==> src/rtl/quad_encoder_counter.sv <==
// Quadrature encoder counter: synchronizes and filters the A/B pins, counts
// steps into a 32-bit position, flags illegal transitions, and measures
// velocity as signed steps per WINDOW-cycle sample window.
//
// Ports:
//   clk, resetn        clock, synchronous active-low reset
//   pinEncoderF/B      raw encoder channels A/B (asynchronous)
//   writeEncoder       one-cycle load strobe for setEncoderData
//   setEncoderData     position value to load
//   encoderValue       position count, two's complement, wraps mod 2^32
//   velocity           signed step count of the last completed window
//   velocity_valid     one-cycle pulse when velocity updates
//   dir                direction of the last valid step (1 = forward)
//   error              sticky illegal-transition flag
//   clear_error        clears error (an illegal step that same cycle wins)
module quad_encoder_counter #(
  parameter int FILTER_LEN = 4,
  parameter int WINDOW     = 16000
) (
  input  logic               clk,
  input  logic               resetn,
  input  logic               pinEncoderF,
  input  logic               pinEncoderB,
  input  logic               writeEncoder,
  input  logic [31:0]        setEncoderData,
  output logic [31:0]        encoderValue,
  output logic signed [15:0] velocity,
  output logic               velocity_valid,
  output logic               dir,
  output logic               error,
  input  logic               clear_error
);

  localparam int WW = (WINDOW > 1) ? $clog2(WINDOW) : 1;
  localparam logic [4:0] INIT_LEN = 5'(FILTER_LEN + 2);
  localparam logic [3:0] FL = 4'(FILTER_LEN);
  localparam logic [WW-1:0] WLAST = WW'(WINDOW - 1);

  // bit 1 = channel A, bit 0 = channel B
  logic [1:0]      sync1_q, sync2_q;
  logic [1:0]      filt_q, filt_d;
  logic [1:0]      prev_q, prev_d;
  logic [1:0][3:0] fcnt_q, fcnt_d;
  logic [4:0]      init_q, init_d;
  logic            init_done;

  logic [31:0]        enc_q, enc_d;
  logic               dir_q, dir_d;
  logic               err_q, err_d;
  logic [WW-1:0]      win_q, win_d;
  logic signed [15:0] acc_q, acc_d;
  logic signed [15:0] vel_q, vel_d;
  logic               vv_q, vv_d;

  logic [1:0]         dpos;
  logic               fwd, bwd, illegal;
  logic               win_last;
  logic signed [16:0] step_w, sum_w;
  logic signed [15:0] sat_w;

  // Gray position of a filtered {A,B} pair along 00->10->11->01.
  function automatic logic [1:0] pos_of(input logic [1:0] ab);
    logic [1:0] p;
    unique case (ab)
      2'b00:   p = 2'd0;
      2'b10:   p = 2'd1;
      2'b11:   p = 2'd2;
      default: p = 2'd3;
    endcase
    return p;
  endfunction

  assign init_done = (init_q == INIT_LEN);

  always_comb begin
    init_d = init_done ? init_q : init_q + 5'd1;
  end

  // During the init phase both filtered and previous levels follow the
  // synchronizer, so no step is seen when filtering takes over.
  always_comb begin
    filt_d = filt_q;
    fcnt_d = '0;
    prev_d = init_done ? filt_q : sync2_q;
    for (int i = 0; i < 2; i++) begin
      if (!init_done) begin
        filt_d[i] = sync2_q[i];
      end else if (sync2_q[i] != filt_q[i]) begin
        if (fcnt_q[i] + 4'd1 == FL) begin
          filt_d[i] = sync2_q[i];
        end else begin
          fcnt_d[i] = fcnt_q[i] + 4'd1;
        end
      end
    end
  end

  // Position difference mod 4: 1 forward, 3 backward, 2 both bits flipped.
  always_comb begin
    dpos    = pos_of(filt_q) - pos_of(prev_q);
    fwd     = init_done && (dpos == 2'd1);
    bwd     = init_done && (dpos == 2'd3);
    illegal = init_done && (dpos == 2'd2);
  end

  always_comb begin
    enc_d = enc_q;
    if (writeEncoder) begin
      enc_d = setEncoderData;
    end else if (fwd) begin
      enc_d = enc_q + 32'd1;
    end else if (bwd) begin
      enc_d = enc_q - 32'd1;
    end
    dir_d = fwd ? 1'b1 : (bwd ? 1'b0 : dir_q);
    err_d = illegal ? 1'b1 : (clear_error ? 1'b0 : err_q);
  end

  always_comb begin
    win_last = (win_q == WLAST);
    win_d    = win_last ? '0 : win_q + 1'b1;
    step_w   = fwd ? 17'sd1 : (bwd ? -17'sd1 : 17'sd0);
    sum_w    = {acc_q[15], acc_q} + step_w;
    if (sum_w > 17'sd32767) begin
      sat_w = 16'sh7FFF;
    end else if (sum_w < -17'sd32768) begin
      sat_w = -16'sh8000;
    end else begin
      sat_w = sum_w[15:0];
    end
    acc_d = win_last ? 16'sd0 : sat_w;
    vel_d = win_last ? sat_w : vel_q;
    vv_d  = win_last;
  end

  always_ff @(posedge clk) begin
    if (!resetn) begin
      sync1_q <= '0;
      sync2_q <= '0;
      filt_q  <= '0;
      prev_q  <= '0;
      fcnt_q  <= '0;
      init_q  <= '0;
      enc_q   <= '0;
      dir_q   <= 1'b0;
      err_q   <= 1'b0;
      win_q   <= '0;
      acc_q   <= '0;
      vel_q   <= '0;
      vv_q    <= 1'b0;
    end else begin
      sync1_q <= {pinEncoderF, pinEncoderB};
      sync2_q <= sync1_q;
      filt_q  <= filt_d;
      prev_q  <= prev_d;
      fcnt_q  <= fcnt_d;
      init_q  <= init_d;
      enc_q   <= enc_d;
      dir_q   <= dir_d;
      err_q   <= err_d;
      win_q   <= win_d;
      acc_q   <= acc_d;
      vel_q   <= vel_d;
      vv_q    <= vv_d;
    end
  end

  assign encoderValue   = enc_q;
  assign velocity       = vel_q;
  assign velocity_valid = vv_q;
  assign dir            = dir_q;
  assign error          = err_q;

endmodule

==> config.mk <==
export PLATFORM = sky130hd
export DESIGN_NAME = quad_encoder_counter
export DESIGN_NICKNAME = d
export VERILOG_FILES = /design/src/rtl/quad_encoder_counter.sv
export SDC_FILE = /design/constraint.sdc
export NUM_CORES = 1
export LEC_CHECK = 0
export BUFFER_PORTS_ARGS = -buffer_cell sky130_fd_sc_hd__buf_2
export CORE_ASPECT_RATIO = 0.9
export CORE_MARGIN = 1
export CORE_UTILIZATION = 45
export CTS_CLUSTER_DIAMETER = 60
export DETAILED_ROUTE_END_ITERATION = 16
export PLACE_DENSITY_LB_ADDON = 0.25
export SKIP_CTS_REPAIR_TIMING = 1
export SYNTH_ARGS = -nofsm -noshare
export SYNTH_HDL_FRONTEND = slang
export SYNTH_SLANG_ARGS = --single-unit
==> constraint.sdc <==
create_clock -name clk -period 11.8 [get_ports clk]
set_clock_uncertainty 0.2 [all_clocks]
set_input_delay 2.36 -clock clk [delete_from_list [all_inputs] [get_ports clk]]
set_output_delay 2.36 -clock clk [all_outputs]
set_load 0.05 [all_outputs]
==> impl_metrics.csv <==
group,metric,value,unit
power,switchingPower,0.2605,mW
synth,synth.distinct_cells,75,
floorplan,initial_core_util,46.34,%
synth,syn_inst,771,
route,first_pass_iters,5,
critical_path,crit_type,"reg2reg",
layout,multi_input_area,3923,um^2
critical_path,arrival,5.69,ns
synth,yosysSeqAreaShare,32.85,%
synth,synth_compound_area_share,21.03,%
cts,clk_latency,0.36,ns
sta,rsz0062_at_grt,"false",
critical_path,end_kind,"flip-flop",
floorplan,chipHeight,113.5,um
critical_path,crit_required,11.85,ns
route,wl_per_cell,14.88,um
global_routing,grt_max_degree,41,
run,drv_cap,0,
floorplan,dieArea,14290,um^2
global_routing,antenna_found_initial,0,
outcome,run_status,"completed",
sta,period_minus_slack,5.642,ns
synth,synthAdderAreaFrac,9.461,%
layout,drive_above_1_share,15.38,%
critical_path,critPathLaunch,"init_q[0]$_SDFFE_PN0N_",
cts,cts_sinks,102,
synth,synthMuxAreaShare,1.791,%
layout,area.sequential,2042,um^2
global_routing,grt.total_usage,21.67,%
synth,yosys-top-cells-area,"dfxtp_1, ha_1, nor2_1, a21oi_1, xnor2_1",
synth,synth-simple-area-share,22.87,%
power,power.density,121.7,nW/um^2
route,drc,0,
floorplan,ios,89,
power,power_leakage,3.003,nW
cts,path_clk_slew,0.07,ns
power,power_frac_seq,42.8,%
power,combPwrFrac,20.6,%
route,routed_wl,14.98,mm
cts,cts_root_buf,"clkbuf_16",
floorplan,fp-row-count,40,
cts,cts_tree,"yes",
floorplan,core,13410,um^2
sta,slew_headroom,22.87,%
power,internal_power,0.5928,mW
sta,final-setup-viol-count,0,
synth,syn_area_per_cell,8.062,um^2
route,first_iter_violations,343,
synth,synthXorXnorAreaFrac,7.951,%
sta,fin_crit_sh,47.82,%
floorplan,die_width,125.9,um
critical_path,worst_setup_path_start_kind,"flip-flop",
sta,drv_slew,0,
place,placedInstanceArea,6705,um^2
hold_path,min-delay-start,"sync1_q[0]$_SDFF_PN0_",
place,gp_congestion,0.8469,
route,viasPerCell,5.581,
power,peakVddDrop,0.07247,mV
sta,fmax,177.2,MHz
layout,design_area,7013,um^2
place,io_buffers,88,
layout,nNetsFinal,916,
synth,synth_nets,853,
synth,synth_flop_cell,"dfxtp_1",
cts,clockBufferDepth,2,
synth,netlist_area,6216,um^2
synth,synth_edf_count,0,
synth,async_flop_share,0,%
sta,worstMarginPinSlew,1.156,ns
sta,setup_total_negative_slack,0,ns
power,total_power,0.8532,mW
synth,synth_largest_area_cell,"dfxtp_1",
critical_path,rr_startpoint,"init_q[0]$_SDFFE_PN0N_",
critical_path,crit_fanout,34,
layout,fillers,1306,
layout,final_util,52.29,%
layout,insertedDiodeCount,0,
power,clkPwrFrac,36.6,%
hold_path,worst_hold_path_type,"reg2reg",
route,vias,5620,
place,dp_hpwl,10.60,mm
synth,yosysTopAreaCellShare,32.85,%
layout,synthToLayoutAreaGrowth,12.82,%
sta,hold_viol,0,
sta,hold_slack,0.2446,ns
route,postRouteAntennaNets,0,
global_routing,grt_pass1_wl,24.83,mm
cts,cts-buffers-inserted,9,
synth,yosys_register_bits,102,
cts,htreeDepth,3,
power,switching_share,30.53,%
synth,synth_warnings,0,
global_routing,grt-ovfl-total,0,
synth,synth_top_family_by_area,"simple AND/OR/NAND/NOR gates",
global_routing,grt_pass1_vias,5008,
-- worst paths after layout --
path / to / slack (ns) / depth (start not counted)
hold / removal: sync2_q[0]$_SDFF_PN0_ / 0.24 / 1
setup reg to reg: encoderValue[21]$_SDFFE_PN0P_ / 6.16 / 16
setup / recovery: encoderValue[21]$_SDFFE_PN0P_ / 6.16 / 16
hold reg to reg: sync2_q[0]$_SDFF_PN0_ / 0.24 / 1
-- cell usage after synthesis (4+ instances only) --
cell,instances
o21ai_1,10
a21oi_1,65
mux2i_1,10
nor2_1,97
and4_1,4
o211ai_1,8
a211oi_1,13
and2_1,12
buf_6,4
dfxtp_1,102
and3_1,13
nor3b_1,4
buf_1,4
a21o_1,8
nor4_1,7
a31oi_1,11
xor2_1,25
o21bai_1,5
nand4_1,5
nand2_1,61
nand2b_1,8
nor3_1,19
or3_1,8
a22oi_1,5
o2111ai_1,4
clkbuf_1,27
inv_1,18
xnor2_1,27
ha_1,43
o21ai_0,47
nand3_1,25
-- layout by cell type (no fill, tap or decap), types with 9 or more instances in the layout --
cell type,n
xor2_1,25
ha_1,43
a31oi_1,11
o21ai_0,47
xnor2_1,27
clkbuf_16,9
o21ai_1,10
nand2_1,61
a211oi_1,13
mux2i_1,10
and3_1,13
and2_1,12
nor2_1,97
nand3_1,25
dfxtp_1,102
a21oi_1,65
nor3_1,19
inv_1,18
buf_2,88
-- layout make-up --
type / count / share of cell area (%)
repair buffers: 90 / 6.494
clock inverters: 6 / 0.9813
clock buffers: 10 / 3.408
inverters: 20 / 1.070
flip-flops and latches: 102 / 29.12
multi-input cells: 611 / 55.93
well taps: 168 / 2.997
-- logic make-up after synthesis --
family,Yosys count
AO/OA/AOI/OAI,210
buffers and inverters,58
XOR/XNOR,54
flip-flops,102
AND/OR/NAND/NOR,289
adder cells (fa/ha/maj),47
multiplexers,11
-- registers in the layout, summed over array words and instances (netlist names) --
signal          cells
fcnt_q              8
win_q              14
filt_q              2
sync2_q             2
encoderValue       32
dir                 1
prev_q              2
velocity           16
error               1
init_q              5
acc_q              16
sync1_q             2
velocity_valid      1
-- metal layers --
metal | track usage [%] | wire [um] | vias up
met4 | 6.185 | 164 | 0
li1 | - | - | 2909
met3 | 5.019 | 718 | 11
met5 | 0 | 0 | -
met1 | 30.88 | 7800 | 2584
met2 | 32.52 | 6300 | 116
-- critical path: stages (launching register included) --
cell and delay (ns):
dfxtp_1 0.35, inv_1 0.07, ha_1 0.13, nand4bb_1 0.45, or2_1 0.42, inv_2 0.48
nand2_1 0.45, buf_4 0.37, ha_1 0.42, o21ai_0 0.20, a21o_1 0.22, a211oi_1 0.59
o21bai_1 0.20, a2111oi_0 0.55, o21ai_0 0.15, a31oi_1 0.19, nor2_1 0.06
-- power by group through the flow --
stage          clock (mW)  combinational [mW]  sequential [mW]
2_1_floorplan           0               0.111            0.396
3_3_place_gp            0               0.172            0.373
3_5_place_dp            0               0.173            0.373
4_1_cts             0.321               0.174            0.365
5_1_grt             0.337               0.194            0.367
6_report            0.313               0.175            0.365
-- through the flow --
step | cells | worst slack [ns]
after global routing | 1007 | 5.780
after detailed placement | 991 | 6.079
final | 1007 | 6.158
after CTS | 1007 | 6.244
after global placement | 991 | 6.163
after floorplan | 771 | 6.593
Power figures use the tool's default switching activity.
